===== config.mk =====
export PLATFORM = sky130hd
export DESIGN_NAME = gate_sweep_ctrl
export DESIGN_NICKNAME = d
export VERILOG_FILES = /design/src/rtl/gate_sweep_ctrl.sv
export SDC_FILE = /design/constraint.sdc
export NUM_CORES = 1
export LEC_CHECK = 0
export BUFFER_PORTS_ARGS = -buffer_cell sky130_fd_sc_hd__buf_2
export CAP_MARGIN = 20
export CORE_MARGIN = 4
export CORE_UTILIZATION = 40
export CTS_CLUSTER_DIAMETER = 50
export DETAILED_ROUTE_END_ITERATION = 12
export HOLD_SLACK_MARGIN = 0.03
export PLACE_DENSITY = 0.6
export REMOVE_ABC_BUFFERS = 1
export SYNTH_ARGS = -nofsm -noshare
export SYNTH_HDL_FRONTEND = slang
export SYNTH_SLANG_ARGS = --single-unit

===== constraint.sdc =====
create_clock -name clk -period 2.35 [get_ports clk]
set_input_delay 0.1175 -clock clk [delete_from_list [all_inputs] [get_ports clk]]
set_output_delay 0.1175 -clock clk [all_outputs]
set_load 0.01 [all_outputs]

===== src/rtl/gate_sweep_ctrl.sv =====
// gate_sweep_ctrl: walks a 4-input gate block through all 16 input vectors,
// holds each vector for SETTLE_CYCLES+1 cycles, samples e on the last cycle
// of the window, and accumulates the observed truth table plus a mismatch
// count against an expected table snapshotted at start.
module gate_sweep_ctrl #(
    parameter int unsigned SETTLE_CYCLES = 2
) (
    input  logic        clk,
    input  logic        rst,
    input  logic        start,
    input  logic        abort,
    input  logic [15:0] exp_table,
    output logic [3:0]  vec_out,
    input  logic        dut_e,
    output logic        busy,
    output logic        done,
    output logic [15:0] truth_table,
    output logic [4:0]  mismatch_cnt,
    output logic        pass
);

    typedef enum logic [1:0] {
        IDLE   = 2'd0,
        DRIVE  = 2'd1,
        SAMPLE = 2'd2,
        DONE   = 2'd3
    } state_t;

    // DRIVE occupies SETTLE_CYCLES cycles and SAMPLE one more, so with zero
    // settle cycles the DRIVE state is skipped and each vector lives in SAMPLE.
    localparam logic [3:0] SETTLE_LAST = (SETTLE_CYCLES == 0) ? 4'd0 : 4'(SETTLE_CYCLES - 1);
    localparam state_t     WINDOW_START = (SETTLE_CYCLES == 0) ? SAMPLE : DRIVE;

    state_t      state_r, state_s;
    logic [3:0]  idx_r, idx_s;
    logic [3:0]  cnt_r, cnt_s;
    logic [15:0] exp_r, exp_s;
    logic [15:0] table_r, table_s;
    logic [4:0]  mcnt_r, mcnt_s;
    logic        pass_r, pass_s;
    logic [3:0]  vec_r;
    logic        busy_r;
    logic        done_r;

    // Next-state and next-result computation for the sweep sequencer.
    always_comb begin
        state_s = state_r;
        idx_s   = idx_r;
        cnt_s   = cnt_r;
        exp_s   = exp_r;
        table_s = table_r;
        mcnt_s  = mcnt_r;
        pass_s  = pass_r;
        case (state_r)
            IDLE: begin
                if (start) begin
                    state_s = WINDOW_START;
                    idx_s   = 4'd0;
                    cnt_s   = 4'd0;
                    exp_s   = exp_table;
                    table_s = 16'd0;
                    mcnt_s  = 5'd0;
                    pass_s  = 1'b0;
                end else begin
                    state_s = IDLE;
                end
            end
            DRIVE: begin
                if (abort) begin
                    state_s = IDLE;
                    pass_s  = 1'b0;
                end else if (cnt_r == SETTLE_LAST) begin
                    state_s = SAMPLE;
                    cnt_s   = 4'd0;
                end else begin
                    cnt_s   = cnt_r + 4'd1;
                end
            end
            SAMPLE: begin
                if (abort) begin
                    state_s = IDLE;
                    pass_s  = 1'b0;
                end else begin
                    table_s[idx_r] = dut_e;
                    if (dut_e != exp_r[idx_r]) begin
                        mcnt_s = mcnt_r + 5'd1;
                    end else begin
                        mcnt_s = mcnt_r;
                    end
                    if (idx_r == 4'd15) begin
                        state_s = DONE;
                        pass_s  = (mcnt_s == 5'd0);
                    end else begin
                        state_s = WINDOW_START;
                        idx_s   = idx_r + 4'd1;
                        cnt_s   = 4'd0;
                    end
                end
            end
            DONE: begin
                state_s = IDLE;
            end
            default: begin
                state_s = IDLE;
            end
        endcase
    end

    // State, results and registered (glitch-free) outputs.
    always_ff @(posedge clk or posedge rst) begin
        if (rst) begin
            state_r <= IDLE;
            idx_r   <= 4'd0;
            cnt_r   <= 4'd0;
            exp_r   <= 16'd0;
            table_r <= 16'd0;
            mcnt_r  <= 5'd0;
            pass_r  <= 1'b0;
            vec_r   <= 4'd0;
            busy_r  <= 1'b0;
            done_r  <= 1'b0;
        end else begin
            state_r <= state_s;
            idx_r   <= idx_s;
            cnt_r   <= cnt_s;
            exp_r   <= exp_s;
            table_r <= table_s;
            mcnt_r  <= mcnt_s;
            pass_r  <= pass_s;
            vec_r   <= ((state_s == DRIVE) || (state_s == SAMPLE)) ? idx_s : 4'd0;
            busy_r  <= (state_s == DRIVE) || (state_s == SAMPLE);
            done_r  <= (state_s == DONE);
        end
    end

    assign vec_out      = vec_r;
    assign busy         = busy_r;
    assign done         = done_r;
    assign truth_table  = table_r;
    assign mismatch_cnt = mcnt_r;
    assign pass         = pass_r;

endmodule


==> metrics, run 1 <==
P&R area growth vs syn=23.51%; clk buf depth=2; core area=6459 µm²; Worst EP arrival=2440 ps; share of layout cells above drive strength 1=20.49%; Root Driver=clkbuf_8; n_diodes=0; fmax=0.4483 GHz; Buf/Inv on CP=1; PortBufs=48; die height=90.37 µm; critical-path cell with the highest stage delay=mux4_2; row cnt=29; width of the die=90.37 µm; Slew Limit Fails=0; Netlist Area Pre-Place=2714 µm²; Clock Sinks=54; Worst Max-Slew Pin Slew=541.3 ps; H-tree depth=2; gr ovfl total=0; WL met1=3001 µm; DR iter-0 viols=90; final WL=6386 µm; met3 wire len=304 µm; Clk pin slew, worst setup/hold paths=90 ps; Ys Warns=0; unique cell type count in the Yosys netlist=39; Inserted Clock Buffers=5; Sw Share=34.03%; Cell Area, Placed=3088 µm²; vias per cell=5.120; DP HPWL=4655 µm; Synth Instances=296; I/O pins=49; largest net degree at the start of global routing=31; top layer in use=met4; vias in the first global route=2292; max_cap viols=0; RSZ-0062 raised after global routing=true; Total Routing Usage GR=16.48%; Post-CTS Setup Bufs=0; Yosys reg bits=54; final core occ=51.90%; CTS tree=built; Slew HR=63.86%; worst-skew pair later-pin latency=310 ps; DRC Markers=0; CP delay by family, top=multiplexers; Hold Crit Class=input pin to flip-flop; metal2 WL=2996 µm; vias=2268; design area=3352 µm²; combinational fraction of design power=29.4%; status=finished, final reports clean; sequential-to-total area share from yosys stat=49.79%; syn_area_per_cell=9.168 µm²; first-pass GRT wire length=11150 µm; Sw Pwr=860.9 µW; critical-path cell list=buf_4, mux2i_1, mux4_2, mux2_4, a21oi_1, o21ai_0, a22o_1; die area=8167 µm²; Routed Antenna Nets=0; fin crit share=94.91%; WL per Instance=14.42 µm; Peak supply drop=0.0003353 V; Pwr per Cell Area=754.7 nW/µm²; WS Path Type=flip-flop to flip-flop; initial cell density of the core=42.02%; WP data required=2550 ps; LEAKAGE=0.001660 µW; sequential power share=49.3%; antenna violations before repair=0; Initial DRT Pass Iterations=4; Setup Skew=5.580 ps; final worst path period need=2230 ps; Internal Pwr Total=1669 µW; RePlAce Congestion=0.7943; CP peak stage delay=480 ps; startpoint types=flip-flop; Fin. Hold Viols=0; final setup fails=0; power share of the clock group=21.3%; crit path max fanout=6; # nets final=394; Setup crit end kind=flip-flop
==> placed cells by master (no fill, tap or decap), types with 3 or more instances in the layout <==
master,count
nand2_1,60
nand3_1,14
nand2b_1,6
nor2b_1,5
o31ai_1,4
o21ai_0,40
clkbuf_8,6
nand4_1,3
a21oi_1,16
a31oi_1,8
nor2_1,14
and2_1,5
buf_4,11
dlygate4sd3_1,17
buf_2,48
mux2i_1,10
dfrtp_1,54
inv_1,8
ha_1,8
==> layout make-up <==
class | count | area, µm²
well taps | 77 | 96.34
inverters | 9 | 33.78
clock inverters | 1 | 5.005
multi-input cells | 218 | 1266
flip-flops and latches | 54 | 1351
fillers | 637 | 3107
clock buffers | 7 | 86.33
repair buffers | 77 | 513.0
==> worst register-to-register path: cells and delay by family (launching register included) <==
family,cells,cell delay [ps]
muxes,3,950
buffers and inverters,1,170
AOI/OAI and AO/OA,3,620
DFF,1,380
==> cell families after synthesis <==
| family | synth area share, % |
|---|---|
| AOI/OAI and AO/OA | 16.74 |
| adders and majority gates | 3.688 |
| xor gates and xnor gates | 0.6456 |
| DFF | 49.79 |
| muxes | 6.408 |
| buffers and inverters | 3.642 |
| and+or+nand+nor | 19.09 |
==> worst paths after layout <==
| kind | start | end | slack [ps] | depth (start not counted) |
|---|---|---|---|---|
| setup reg to reg | idx_r[0] | mismatch_cnt[4] | 120 | 7 |
| min in group asynchronous | rst | vec_out[1] | 390 | 3 |
| max in group asynchronous | rst | truth_table[9] | 1420 | 4 |
| hold reg to reg | exp_r[3] | exp_r[3] | 480 | 2 |
| setup / recovery | idx_r[0] | mismatch_cnt[4] | 120 | 7 |
| hold / removal | abort | state_r[1] | 50 | 2 |
==> synthesized netlist by cell type (all sizes together) <==
cell	instances	area, µm²
nand2	61	229.0
dfrtp	54	1351
o21ai	40	200.2
a21oi	16	80.08
nand3	14	70.07
nor2	14	52.55
clkbuf	12	45.04
mux2i	11	113.9
inv	9	33.78
a31oi	8	50.05
ha	8	100.1
nand2b	6	37.54
and2	5	31.28
nor2b	5	31.28
o31ai	4	30.03
buf	3	20.01
nand4	3	18.77
a211oi	2	20.02
a21o	2	15.01
mux4	2	45.04
nand3b	2	15.01
or2	2	12.52
xor2	2	17.52
a22o	1	8.760
a2bb2oi	1	8.760
and3	1	6.260
mux2	1	15.01
nor4	1	6.260
o21a	1	7.510
o21ba	1	10.01
o22a	1	8.760
o22ai	1	6.260
o311ai	1	8.760
or4	1	7.510
==> per-stage QoR <==
step | cells | TNS, ps | setup slack [ps] | total power [µW] | hold WS (ps)
after floorplan | 281 | -114.5 | -28.62 | 1740 | 197.3
after global placement | 418 | 0 | 183.8 | 1988 | 200.1
after detailed placement | 418 | 0 | 105.6 | 1997 | 203.4
after CTS | 443 | 0 | 113.2 | 2561 | 38.74
after global routing | 443 | -14.90 | -14.90 | 2721 | 63.65
final | 443 | 0 | 119.5 | 2530 | 49.33
==> power by group through the flow <==
stage / Combinational (µW) / Sequential (µW) / Clock, µW
finish: 745 / 1250 / 538
floorplan: 499 / 1240 / 0
CTS: 754 / 1250 / 557
global placement: 710 / 1280 / 0
detailed placement: 727 / 1270 / 0
global route: 863 / 1280 / 582
==> routing by layer <==
metal,track usage (%),up-vias
met3,2.500,8
li1,-,1161
met2,27.13,63
met5,0,-
met1,22.39,1036
met4,5.102,0
==> registers in the layout, indices dropped and copies added (netlist names) <==
| register | count |
|---|---|
| exp_r | 16 |
| cnt_r | 4 |
| busy | 1 |
| mismatch_cnt | 5 |
| idx_r | 4 |
| state_r | 2 |
| truth_table | 16 |
| pass | 1 |
| vec_out | 4 |
| done | 1 |
==> timing repair <==
| item | 4_1_cts | 5_1_grt |
|---|---|---|
| resized for setup | 0 | 1 |
| endpoints found under the hold margin | 40 | 0 |
| setup endpoints to repair | 0 | 3 |
| hold buffers | 17 | 0 |
Power figures use the tool's default switching activity.
==> run 2: changes to the inputs <==
--- a/config.mk
+++ b/config.mk
@@ -8,11 +8,11 @@
 export BUFFER_PORTS_ARGS = -buffer_cell sky130_fd_sc_hd__buf_2
 export CAP_MARGIN = 20
 export CORE_MARGIN = 4
-export CORE_UTILIZATION = 40
+export CORE_UTILIZATION = 45
 export CTS_CLUSTER_DIAMETER = 50
 export DETAILED_ROUTE_END_ITERATION = 12
 export HOLD_SLACK_MARGIN = 0.03
-export PLACE_DENSITY = 0.6
+export PLACE_DENSITY = 0.67
 export REMOVE_ABC_BUFFERS = 1
 export SYNTH_ARGS = -nofsm -noshare
 export SYNTH_HDL_FRONTEND = slang
==> metrics, run 2 (same netlist as run 1, synthesis figures left out) <==
Cell Area, Placed=3070 µm² (was 3088 µm²); Pwr per Cell Area=792.4 nW/µm² (was 754.7 nW/µm²); clk buf depth=2 (unchanged); width of the die=85.66 µm (was 90.37 µm); PortBufs=48 (unchanged); Worst EP arrival=2440 ps (about the same); hold_ws=47.87 ps (was 49.33 ps); Slew Limit Fails=0 (unchanged); Total Routing Usage GR=18.62% (was 16.48%); antenna violations before repair=0 (unchanged); Layout fillers=552 (was 637); P&R area growth vs syn=24.20% (was 23.51%); # nets final=392 (was 394); fin crit share=94.59% (was 94.91%); n_diodes=0 (unchanged); largest net degree at the start of global routing=55 (was 31); Reg area=1351 µm² (unchanged); design area=3371 µm² (was 3352 µm²); Worst Setup SP=idx_r[0] (unchanged); vias per cell=5.298 (was 5.120); fmax=0.4499 GHz (was 0.4483 GHz); FF-to-FF End=pass (was mismatch_cnt[4]); hold path start=abort (unchanged); setup TNS=0 ps (unchanged); Hold Crit Class=input pin to flip-flop (unchanged); final worst path period need=2223 ps (was 2230 ps); final setup fails=0 (unchanged); Setup Skew=11.57 ps (was 5.580 ps); Setup crit end kind=flip-flop (unchanged); Fin. Hold Viols=0 (unchanged); worst-case reg-to-reg path depth=7 (unchanged); crit path max fanout=13 (was 6); I/O pins=49 (unchanged); Final Power=2671 µW (was 2530 µW); DRC Markers=0 (unchanged); Slew HR=55.25% (was 63.86%); setup slack at placement=121.3 ps (was 105.6 ps); Setup WS post-layout=127.2 ps (was 119.5 ps); FF-to-FF Start=idx_r[0] (unchanged); most common cell after layout, fill and taps aside=nand2_1 (unchanged); WS Path Type=flip-flop to flip-flop (unchanged); Multi-input gate area=1276 µm² (was 1266 µm²); worst-skew pair later-pin latency=320 ps (was 310 ps); Peak supply drop=0.0003995 V (was 0.0003353 V); die area=7338 µm² (was 8167 µm²); LEAKAGE=0.001657 µW (was 0.001660 µW); final WL=6458 µm (was 6386 µm); Clk pin slew, worst setup/hold paths=100 ps (was 90 ps); Clock Sinks=54 (unchanged); core area=5886 µm² (was 6459 µm²); Inserted Clock Buffers=5 (unchanged); WHS Endpoint=state_r[1] (unchanged); Root Driver=clkbuf_8 (unchanged); worst hold stages=2 (unchanged); WP data required=2570 ps (was 2550 ps); vias=2326 (was 2268); Initial DRT Pass Iterations=4 (unchanged); row cnt=28 (was 29); RSZ-0062 raised after global routing=false (was true); gr ovfl total=0 (unchanged); first-pass GRT wire length=11090 µm (was 11150 µm); H-tree depth=2 (unchanged); DR iter-0 viols=127 (was 90); most frequent cells in the layout=61 x nand2_1, 54 x dfrtp_1, 48 x buf_2 (was 60 x nand2_1, 54 x dfrtp_1, 48 x buf_2); status=finished, final reports clean (unchanged); Worst Max-Slew Pin Slew=671.3 ps (was 541.3 ps); DP HPWL=4594 µm (was 4655 µm); Routed Antenna Nets=0 (unchanged); startpoint types=flip-flop (unchanged); vias in the first global route=2344 (was 2292); RePlAce Congestion=0.8189 (was 0.7943); r2r setup slk=130 ps (was 120 ps); CTS tree=built (unchanged); WL per Instance=14.71 µm (was 14.42 µm); share of layout cells above drive strength 1=20.33% (was 20.49%); initial cell density of the core=46.11% (was 42.02%); max_cap viols=0 (unchanged); die height=85.66 µm (was 90.37 µm)
-- run 2: cell types whose count changed in the layout (fill, tap and decap cells not counted), sizes merged --
| cell | previous run | this run |
|---|---|---|
| clkinvlp | 0 | 1 |
| buf | 60 | 58 |
| clkbuf | 7 | 5 |
| bufinv | 0 | 1 |
| inv | 9 | 10 |
| clkinv | 1 | 0 |
-- run 2: stage by stage --
step / utilization (%) / std cells
after floorplan: - / 281
after global placement: 52.17 / 414
after detailed placement: 52.17 / 414
after CTS: 57.06 / 439
after global routing: 57.27 / 439
final: 57.27 / 439
-- run 2: power by group --
group	total, µW	internal, µW	switching [µW]
combinational	766	325	441
clock	651	325	326
sequential	1250	1110	142
-- run 2: worst max-delay path, cell delays in order, from the launching register on --
cell and delay (ps):
dfrtp_1 410, buf_12 160, mux2i_1 140, mux4_2 480, mux2_4 350, a211oi_2 200, o21ba_1 170, o31ai_1 220
-- run 2: how the worst max path moves through the flow --
| stage | endpoint | cells after the start | slack, ps |
|---|---|---|---|
| finish | pass | 7 | 130 |
| global route | pass | 7 | 20 |
| CTS | mismatch_cnt[3] | 7 | 90 |
| detailed placement | mismatch_cnt[4] | 7 | 120 |
| global placement | mismatch_cnt[4] | 7 | 180 |
| floorplan | vec_out[3] | 6 | -30 |
-- run 2: final cells by class --
cell class	instances	area share, %
Clock inverter	3	1.448
Sequential cell	54	40.09
Timing Repair Buffer	75	14.77
Multi-Input combinational cell	218	37.86
Clock buffer	5	2.042
Inverter	9	1.002
Tap cell	75	2.784
-- run 2: what timing repair did --
action	in CTS	in global routing
endpoints found under the hold margin	70	0
buffers inserted	0	0
hold buffers	17	0
endpoints found under the setup margin	0	1
gates resized for setup	0	2
-- run 2: layer usage --
| metal | share of wire, % | vias to the layer above | track usage [%] |
|---|---|---|---|
| li1 | - | 1160 | - |
| met1 | 46 | 1094 | 25.03 |
| met2 | 48 | 63 | 31.36 |
| met3 | 4.2 | 9 | 3.362 |
| met4 | 1.1 | 0 | 4.460 |
| met5 | 0 | - | 0 |
